$ cat src/rtl/alu_arbiter_if.sv
// Request/response bundle between two ALU requesters, the arbiter and the ALU.
// master = requester/ALU side, slave = arbiter side.
interface alu_arbiter_if #(
  parameter int WIDTH = 32,
  parameter int OP_W  = 4,
  parameter int CNT_W = 16
);
  logic             r0_valid;
  logic             r0_ready;
  logic [WIDTH-1:0] r0_in0;
  logic [WIDTH-1:0] r0_in1;
  logic [OP_W-1:0]  r0_op;
  logic             r1_valid;
  logic             r1_ready;
  logic [WIDTH-1:0] r1_in0;
  logic [WIDTH-1:0] r1_in1;
  logic [OP_W-1:0]  r1_op;
  logic             r0_rsp_valid;
  logic             r0_rsp_ready;
  logic             r1_rsp_valid;
  logic             r1_rsp_ready;
  logic [WIDTH-1:0] rsp_result;
  logic             rsp_zero;
  logic             rsp_err;
  logic [WIDTH-1:0] alu_in0;
  logic [WIDTH-1:0] alu_in1;
  logic [OP_W-1:0]  alu_op;
  logic [WIDTH-1:0] alu_result;
  logic             alu_zero;
  logic [CNT_W-1:0] gnt_cnt0;
  logic [CNT_W-1:0] gnt_cnt1;

  modport master (
    output r0_valid, r0_in0, r0_in1, r0_op,
    output r1_valid, r1_in0, r1_in1, r1_op,
    output r0_rsp_ready, r1_rsp_ready,
    output alu_result, alu_zero,
    input  r0_ready, r1_ready,
    input  r0_rsp_valid, r1_rsp_valid,
    input  rsp_result, rsp_zero, rsp_err,
    input  alu_in0, alu_in1, alu_op,
    input  gnt_cnt0, gnt_cnt1
  );

  modport slave (
    input  r0_valid, r0_in0, r0_in1, r0_op,
    input  r1_valid, r1_in0, r1_in1, r1_op,
    input  r0_rsp_ready, r1_rsp_ready,
    input  alu_result, alu_zero,
    output r0_ready, r1_ready,
    output r0_rsp_valid, r1_rsp_valid,
    output rsp_result, rsp_zero, rsp_err,
    output alu_in0, alu_in1, alu_op,
    output gnt_cnt0, gnt_cnt1
  );
endinterface

$ cat src/rtl/alu_arbiter.sv
// Round-robin sharing of one combinational ALU between two requesters.
// One transaction at a time: IDLE (grant) -> EXEC (capture) -> RESP (return).
module alu_arbiter #(
  parameter int WIDTH = 32,
  parameter int OP_W  = 4,
  parameter int CNT_W = 16
) (
  input logic         clk,
  input logic         rst,
  alu_arbiter_if.slave bus
);
  typedef enum logic [1:0] {
    IDLE,
    EXEC,
    RESP
  } state_t;

  localparam logic [OP_W-1:0]  OP_MAX  = OP_W'(9);
  localparam logic [CNT_W-1:0] CNT_MAX = '1;

  state_t           state;
  logic [WIDTH-1:0] in0_q;
  logic [WIDTH-1:0] in1_q;
  logic [OP_W-1:0]  op_q;
  logic [WIDTH-1:0] res_q;
  logic             zero_q;
  logic             err_q;
  logic             owner;
  logic             last_grant;
  logic             rv0;
  logic             rv1;
  logic [CNT_W-1:0] cnt0;
  logic [CNT_W-1:0] cnt1;
  logic             idle;
  logic             win0;
  logic             win1;
  logic             take;

  assign idle = (state == IDLE);
  // On a tie the requester that was not granted last wins.
  assign win0 = idle & bus.r0_valid & (~bus.r1_valid | last_grant);
  assign win1 = idle & bus.r1_valid & (~bus.r0_valid | ~last_grant);
  assign take = owner ? bus.r1_rsp_ready : bus.r0_rsp_ready;

  always_ff @(posedge clk or posedge rst) begin
    if (rst) begin
      state      <= IDLE;
      in0_q      <= '0;
      in1_q      <= '0;
      op_q       <= '0;
      res_q      <= '0;
      zero_q     <= 1'b0;
      err_q      <= 1'b0;
      owner      <= 1'b0;
      last_grant <= 1'b1;
      rv0        <= 1'b0;
      rv1        <= 1'b0;
      cnt0       <= '0;
      cnt1       <= '0;
    end else begin
      unique case (state)
        IDLE: begin
          if (win0 | win1) begin
            in0_q      <= win1 ? bus.r1_in0 : bus.r0_in0;
            in1_q      <= win1 ? bus.r1_in1 : bus.r0_in1;
            op_q       <= win1 ? bus.r1_op  : bus.r0_op;
            owner      <= win1;
            last_grant <= win1;
            if (win0 && cnt0 != CNT_MAX) cnt0 <= cnt0 + 1'b1;
            if (win1 && cnt1 != CNT_MAX) cnt1 <= cnt1 + 1'b1;
            state <= EXEC;
          end
        end
        EXEC: begin
          if (op_q > OP_MAX) begin
            res_q  <= '0;
            zero_q <= 1'b0;
            err_q  <= 1'b1;
          end else begin
            res_q  <= bus.alu_result;
            zero_q <= bus.alu_zero;
            err_q  <= 1'b0;
          end
          rv0   <= ~owner;
          rv1   <= owner;
          state <= RESP;
        end
        RESP: begin
          if (take) begin
            rv0   <= 1'b0;
            rv1   <= 1'b0;
            state <= IDLE;
          end
        end
        default: state <= IDLE;
      endcase
    end
  end

  assign bus.r0_ready     = win0;
  assign bus.r1_ready     = win1;
  assign bus.r0_rsp_valid = rv0;
  assign bus.r1_rsp_valid = rv1;
  assign bus.rsp_result   = res_q;
  assign bus.rsp_zero     = zero_q;
  assign bus.rsp_err      = err_q;
  assign bus.alu_in0      = in0_q;
  assign bus.alu_in1      = in1_q;
  assign bus.alu_op       = op_q;
  assign bus.gnt_cnt0     = cnt0;
  assign bus.gnt_cnt1     = cnt1;
endmodule

$ cat src/flat_wrapper.sv
// flat-port wrapper written by rule: the top's interface ports become plain ports
module alu_arbiter_flat 
#(
  parameter int WIDTH = 32,
  parameter int OP_W  = 4,
  parameter int CNT_W = 16
)
  (clk, rst, bus_r0_valid, bus_r0_in0, bus_r0_in1, bus_r0_op, bus_r1_valid, bus_r1_in0, bus_r1_in1, bus_r1_op, bus_r0_rsp_ready, bus_r1_rsp_ready, bus_alu_result, bus_alu_zero, bus_r0_ready, bus_r1_ready, bus_r0_rsp_valid, bus_r1_rsp_valid, bus_rsp_result, bus_rsp_zero, bus_rsp_err, bus_alu_in0, bus_alu_in1, bus_alu_op, bus_gnt_cnt0, bus_gnt_cnt1);
  alu_arbiter_if #(.WIDTH(WIDTH), .OP_W(OP_W), .CNT_W(CNT_W)) bus_i ();
  input logic clk;
  input logic rst;
  input wire logic [$bits(bus_i.r0_valid)-1:0] bus_r0_valid;
  input wire logic [$bits(bus_i.r0_in0)-1:0] bus_r0_in0;
  input wire logic [$bits(bus_i.r0_in1)-1:0] bus_r0_in1;
  input wire logic [$bits(bus_i.r0_op)-1:0] bus_r0_op;
  input wire logic [$bits(bus_i.r1_valid)-1:0] bus_r1_valid;
  input wire logic [$bits(bus_i.r1_in0)-1:0] bus_r1_in0;
  input wire logic [$bits(bus_i.r1_in1)-1:0] bus_r1_in1;
  input wire logic [$bits(bus_i.r1_op)-1:0] bus_r1_op;
  input wire logic [$bits(bus_i.r0_rsp_ready)-1:0] bus_r0_rsp_ready;
  input wire logic [$bits(bus_i.r1_rsp_ready)-1:0] bus_r1_rsp_ready;
  input wire logic [$bits(bus_i.alu_result)-1:0] bus_alu_result;
  input wire logic [$bits(bus_i.alu_zero)-1:0] bus_alu_zero;
  output wire logic [$bits(bus_i.r0_ready)-1:0] bus_r0_ready;
  output wire logic [$bits(bus_i.r1_ready)-1:0] bus_r1_ready;
  output wire logic [$bits(bus_i.r0_rsp_valid)-1:0] bus_r0_rsp_valid;
  output wire logic [$bits(bus_i.r1_rsp_valid)-1:0] bus_r1_rsp_valid;
  output wire logic [$bits(bus_i.rsp_result)-1:0] bus_rsp_result;
  output wire logic [$bits(bus_i.rsp_zero)-1:0] bus_rsp_zero;
  output wire logic [$bits(bus_i.rsp_err)-1:0] bus_rsp_err;
  output wire logic [$bits(bus_i.alu_in0)-1:0] bus_alu_in0;
  output wire logic [$bits(bus_i.alu_in1)-1:0] bus_alu_in1;
  output wire logic [$bits(bus_i.alu_op)-1:0] bus_alu_op;
  output wire logic [$bits(bus_i.gnt_cnt0)-1:0] bus_gnt_cnt0;
  output wire logic [$bits(bus_i.gnt_cnt1)-1:0] bus_gnt_cnt1;
  assign bus_i.r0_valid = bus_r0_valid;
  assign bus_i.r0_in0 = bus_r0_in0;
  assign bus_i.r0_in1 = bus_r0_in1;
  assign bus_i.r0_op = bus_r0_op;
  assign bus_i.r1_valid = bus_r1_valid;
  assign bus_i.r1_in0 = bus_r1_in0;
  assign bus_i.r1_in1 = bus_r1_in1;
  assign bus_i.r1_op = bus_r1_op;
  assign bus_i.r0_rsp_ready = bus_r0_rsp_ready;
  assign bus_i.r1_rsp_ready = bus_r1_rsp_ready;
  assign bus_i.alu_result = bus_alu_result;
  assign bus_i.alu_zero = bus_alu_zero;
  assign bus_r0_ready = bus_i.r0_ready;
  assign bus_r1_ready = bus_i.r1_ready;
  assign bus_r0_rsp_valid = bus_i.r0_rsp_valid;
  assign bus_r1_rsp_valid = bus_i.r1_rsp_valid;
  assign bus_rsp_result = bus_i.rsp_result;
  assign bus_rsp_zero = bus_i.rsp_zero;
  assign bus_rsp_err = bus_i.rsp_err;
  assign bus_alu_in0 = bus_i.alu_in0;
  assign bus_alu_in1 = bus_i.alu_in1;
  assign bus_alu_op = bus_i.alu_op;
  assign bus_gnt_cnt0 = bus_i.gnt_cnt0;
  assign bus_gnt_cnt1 = bus_i.gnt_cnt1;
  alu_arbiter #(.WIDTH(WIDTH), .OP_W(OP_W), .CNT_W(CNT_W)) u_core (.clk(clk), .rst(rst), .bus(bus_i));
endmodule
$ cat config.mk
export PLATFORM = sky130hd
export DESIGN_NAME = alu_arbiter_flat
export DESIGN_NICKNAME = d
export VERILOG_FILES = /design/src/rtl/alu_arbiter_if.sv /design/src/rtl/alu_arbiter.sv /design/src/flat_wrapper.sv
export SDC_FILE = /design/constraint.sdc
export NUM_CORES = 1
export LEC_CHECK = 0
export BUFFER_PORTS_ARGS = -buffer_cell sky130_fd_sc_hd__buf_2
export CAP_MARGIN = 10
export CORE_AREA = 2 2 122 124
export DETAILED_ROUTE_END_ITERATION = 8
export DIE_AREA = 0 0 124 126
export GPL_ROUTABILITY_DRIVEN = 0
export PLACE_DENSITY = 0.76
export SKIP_LAST_GASP = 1
export SLEW_MARGIN = 20
export SYNTH_ARGS = -nofsm -noshare
export SYNTH_HDL_FRONTEND = slang
export SYNTH_SLANG_ARGS = --single-unit
$ cat constraint.sdc
create_clock -name clk -period 9.3 [get_ports clk]
set_input_delay 0.465 -clock clk [delete_from_list [all_inputs] [get_ports clk]]
set_output_delay 0.465 -clock clk [all_outputs]
set_load 0.005 [all_outputs]
# ---- Word-level counts from Yosys, hierarchy flattened
# Cells that the tools add are included.
dict set report classes {
  n_mux 13
  n_eq_ne 6
  add_sub_neg 2
  reduce_logical 9
  n_bitwise 11
  magnitude_cmp 1
}
# operator n
set ops {}
lappend ops {{32-bit two-way mux} 3}
lappend ops {{16-bit by 1-bit adder with 16-bit output, second input constant} 2}
lappend ops {{16-bit inequality test, second input constant} 2}
lappend ops {{2-bit case mux with 3 select lines} 1}
lappend ops {{2-bit AND reduction} 3}
lappend ops {{3-bit AND reduction} 2}
lappend ops {{1-bit bitwise AND} 4}
lappend ops {{4-bit > comparator, second input constant} 1}
lappend ops {{1-bit two-way mux} 4}
lappend ops {{2-bit two-way mux} 2}
lappend ops {{4-bit two-way mux} 1}
lappend ops {{1-bit inverter} 4}
lappend ops {{1-bit case mux with 2 select lines} 2}
lappend ops {{1-bit OR} 3}
lappend ops {{2-bit by 1-bit equality test with 1-bit output, second input constant} 1}
lappend ops {{2-bit equality test, second input constant} 1}
lappend ops {{1-bit logical AND} 2}
lappend ops {{2-bit zero test} 1}
lappend ops {{2-bit by 1-bit inequality test with 1-bit output, second input constant} 1}
lappend ops {{2-bit inequality test, second input constant} 1}
lappend ops {{2-bit nonzero test} 1}
dict set report totals {
  input_bits 175
  out_inout_bits 138
  register_bits 140
}

# ---- Longest topological paths before layout
dict set report depth {
  word_depth 6
  depth_mapped 8
  ltp_nobuf 5
}

# ---- Worst setup path after synthesis
# Ideal clock, no wire load.
dict set report synth_path {
  path_type {input-to-output}
  start {input port bus_r0_valid}
  end {output port bus_r0_ready}
  path_stages 6
  path_slack_ps 7306
  arrival_ps 1529
  required_ps 8835
  path_buffers 3
  cell_sequence {or3b_4 > or2_1 > buf_2 > clkinv_2 > buf_6 > buf_6}
}
dict set report synth_between {
  elab_chain_cells 2
}
# element line
set synth_lines {}
lappend synth_lines {{start: declaration} flat_wrapper.sv:12} ;# input wire logic [$bits(bus_i.r0_valid)-1:0] bus_r0_valid;
lappend synth_lines {{1-bit bitwise AND (2 in a row)} alu_arbiter.sv:41} ;# assign win0 = idle & bus.r0_valid & (~bus.r1_valid | last_grant);
lappend synth_lines {{end: declaration} flat_wrapper.sv:24} ;# output wire logic [$bits(bus_i.r0_ready)-1:0] bus_r0_ready;
# No other way between the ends.

# ---- Worst setup path in the final report
dict set report layout_path {
  start {register u_core.state[0]}
  end {output port bus_r0_ready}
}
dict set report layout_between {
  elab_chain_cells 3
}
# element line
set layout_lines {}
lappend layout_lines {{start: declaration} alu_arbiter.sv:21} ;# state_t state;
lappend layout_lines {{start signal: assignment} alu_arbiter.sv:47} ;# state <= IDLE;
lappend layout_lines {{start signal: assignment} alu_arbiter.sv:71} ;# state <= EXEC;
lappend layout_lines {{start signal: assignment} alu_arbiter.sv:86} ;# state <= RESP;
lappend layout_lines {{2-bit zero test} alu_arbiter.sv:39} ;# assign idle = (state == IDLE);
lappend layout_lines {{1-bit bitwise AND (2 in a row)} alu_arbiter.sv:41}
# No other way between the ends.

==> impl_metrics.py <==
metrics = {
    "run_status": {
        "status": "complete, no violations",
    },
    "critical_path": {
        "slowest_delay_ps": 720,
        "critPathSlowestCell": "clkinv_2",
        "critPathLaunch": "u_core.state[0]",
        "cp.arrival_ps": 2620,
        "worstPathMaxFanout": 75,
        "startpoint_type": "register",
        "path_class": "reg2out",
        "reg2regPathDepth": 5,
        "path_buf_inv": 2,
        "r2r_slack_ps": 6650,
        "worstSetupEndpointType": "output port",
        "r2r_end": "u_core.bus.gnt_cnt0[1]",
        "critPathTopFamily": "buffers and inverters",
        "critPathRequiredTime_ps": 8840,
        "crit_chain": "or3b_4 > or2_2 > clkinv_2 > buf_2",
        "r2r-start": "u_core.last_grant",
    },
    "timing": {
        "drv_slew": 0,
        "finalSetupViolCount": 0,
        "relSlewSlack": 0.2747,
        "hold_violations": 0,
        "fin_setup_tns_ps": 0,
        "layout_setup_ws_ps": 6217,
        "rsz0062_at_grt": "no",
        "fin_crit_sh": 0.3315,
        "max_freq_mhz": 324.4,
        "fin_skew_ps": 6.541,
        "hold_ws_ps": 117.4,
        "max_slew.worst_pin.slew_ps": 1088,
        "fin_crit_ps": 3083,
    },
    "synth": {
        "synth_area_leaders": "dfrtp_1 57%, nand2_1 9.5%, a31oi_1 7.1%, a22o_1 4.7%, nor2_1 4.5%",
        "ys_seq_area_frac": 0.5707,
        "yosysMostFrequentCell": "nand2_1",
        "syn_area_sq_um": 6141,
        "netlist.top_cell.by_area": "dfrtp_1",
        "syn_inst": 630,
        "ys_types": 43,
        "yosys-top-cells-count": "155 x nand2_1, 139 x dfrtp_1, 73 x nor2_1",
        "synth-seq-cells": 140,
        "syn_nets": 807,
        "synthFlopType": "dfrtp_1",
        "synth_edf_count": 0,
        "synth.avg_cell_area_sq_um": 9.747,
        "yosys_warnings": 0,
        "synth_top_area_frac": 0.5664,
        "async_reset_ff_frac": 1.000,
    },
    "clock_tree": {
        "post_cts_resized": 0,
        "cts_num_sinks": 140,
        "cts_hold_buffers": 0,
        "post_cts_buffers": 0,
        "ctsRootBufferMaster": "clkbuf_16",
        "clock_latency_ps": 420,
        "cts_buffer_depth": 2,
        "path_clk_slew_ps": 60,
        "cts_buffers": 17,
        "cts_tree": "done",
        "htree_levels": 4,
    },
    "route": {
        "via_count": 5825,
        "wirelength_mm": 17.62,
        "wl_per_cell_um": 15.71,
        "dr.pass1.iters": 6,
        "route.detailed.drc": 0,
        "viasPerCell": 5.192,
        "ant_nets": 0,
        "first_iter_violations": 293,
    },
    "floorplan": {
        "rows": 44,
        "dieArea_sq_um": 15620,
        "fp.dieW_um": 124,
        "fp.dieH_um": 126,
        "core_area_sq_um": 14310,
        "initial_utilization": 0.4290,
        "io_pins": 313,
    },
    "final_layout": {
        "multiInputGateArea_sq_um": 2410,
        "num-nets-final": 1102,
        "diodes": 0,
        "nFillCells": 1257,
        "area_growth_pct": 37.53,
        "utilization": 0.5900,
        "drive_above_1_share": 0.3838,
        "seqCellArea_sq_um": 3505,
    },
    "grt": {
        "grt_max_degree": 79,
        "grt_pass1_wl_mm": 27.68,
        "grt_pass1_vias": 5673,
        "antenna_found_initial": 0,
        "track_usage": 0.2275,
        "gr-total-overflow": 0,
    },
    "placement": {
        "post-dp-hpwl_mm": 12.27,
        "numPortBuffers": 312,
        "pre_cts_slack_ps": 6394,
    },
    "power_and_ir_drop": {
        "p_leak_uw": 0.004373,
        "powerDensity_nw_per_um2": 325.7,
        "ir_drop_v": 0.0001419,
        "power.total_uw": 2750,
    },
    "job": {
        "cap_viol_max_count": 0,
    },
    "hold_path": {
        "hold_path_class": "in2async",
    },
}
[where the power goes]
part           internal (uW)  total (uW)  switching [uW]
logic                    437         940             503
clock network            505         762             257
registers                870        1050             179
[cells by family (layout without fill, tap and decap cells)]
family | count (synthesis) | count (layout) | synth area share
and+or+nand+nor | 287 | 287 | 0.2029
DFF | 140 | 140 | 0.5707
AOI/OAI and AO/OA | 124 | 124 | 0.1416
buffers and inverters | 48 | 356 | 0.03851
xor gates and xnor gates | 27 | 27 | 0.03851
adders and majority gates | 2 | 2 | 0.004074
muxes | 2 | 2 | 0.003667
[how the worst max path moves through the flow]
| stage | cells past startpoint | end | slack (ps) |
|---|---|---|---|
| global placement | 6 | u_core.bus.gnt_cnt0[1] | 6430 |
| detailed placement | 6 | u_core.bus.gnt_cnt0[1] | 6390 |
| finish | 4 | bus_r0_ready | 6220 |
| global route | 4 | bus_r0_ready | 6080 |
| floorplan | 1 | u_core.bus.alu_in0[0] | 5080 |
| CTS | 4 | bus_r0_ready | 6200 |
[flip-flops by register name, indices dropped and copies added (netlist names)]
register	count
u_core.state	2
u_core.last_grant	1
u_core.bus.alu_in1	32
u_core.bus.r0_rsp_valid	1
u_core.bus.rsp_err	1
u_core.bus.alu_in0	32
u_core.bus.alu_op	4
u_core.bus.rsp_zero	1
u_core.bus.gnt_cnt1	16
u_core.bus.r1_rsp_valid	1
u_core.owner	1
u_core.bus.rsp_result	32
u_core.bus.gnt_cnt0	16
[per-layer routing]
| layer | up-vias | share of wire | routed length, um | GRT usage |
|---|---|---|---|---|
| met3 | 27 | 0.087 | 1542 | 0.06205 |
| met1 | 2750 | 0.40 | 6972 | 0.2732 |
| met2 | 255 | 0.50 | 8770 | 0.3862 |
| met5 | - | 0 | 0 | 0 |
| li1 | 2793 | - | - | - |
| met4 | 0 | 0.019 | 337 | 0.08790 |
[cells in the final DEF (no fill, tap or decap), types with 5 or more instances in the layout]
master,instances
buf_2,312
nand2_1,154
dfrtp_1,139
nor2_1,72
a31oi_1,70
a22o_1,33
clkbuf_16,17
nand4_1,14
xor2_1,14
xnor2_1,13
nand3_1,9
nor3_1,8
and3_1,7
inv_1,5
nor4_1,5
bufinv_16,5
buf_4,5
[worst register-to-register path, cell delays in order, from the launching register on]
cell and delay [ps]:
dfstp_2 380, nor2b_1 300, or2_2 200, clkinv_2 790, o21ai_1 500, mux2_2 370
[stage by stage]
stage               instances  instance area (sq um)
global route             1122                   8446
finish                   1122                   8446
CTS                      1122                   8446
floorplan                 630                   6141
global placement         1090                   7776
detailed placement       1090                   7776
[cell type report]
class,count,area share
clock buffer,22,0.05733
timing repair buffer,317,0.1893
tap,184,0.02726
sequential,140,0.4150
inverter,7,0.003852
clock inverter,10,0.02193
multi-input combinational,442,0.2853
Note: power is estimated with default switching activity, not from simulation.
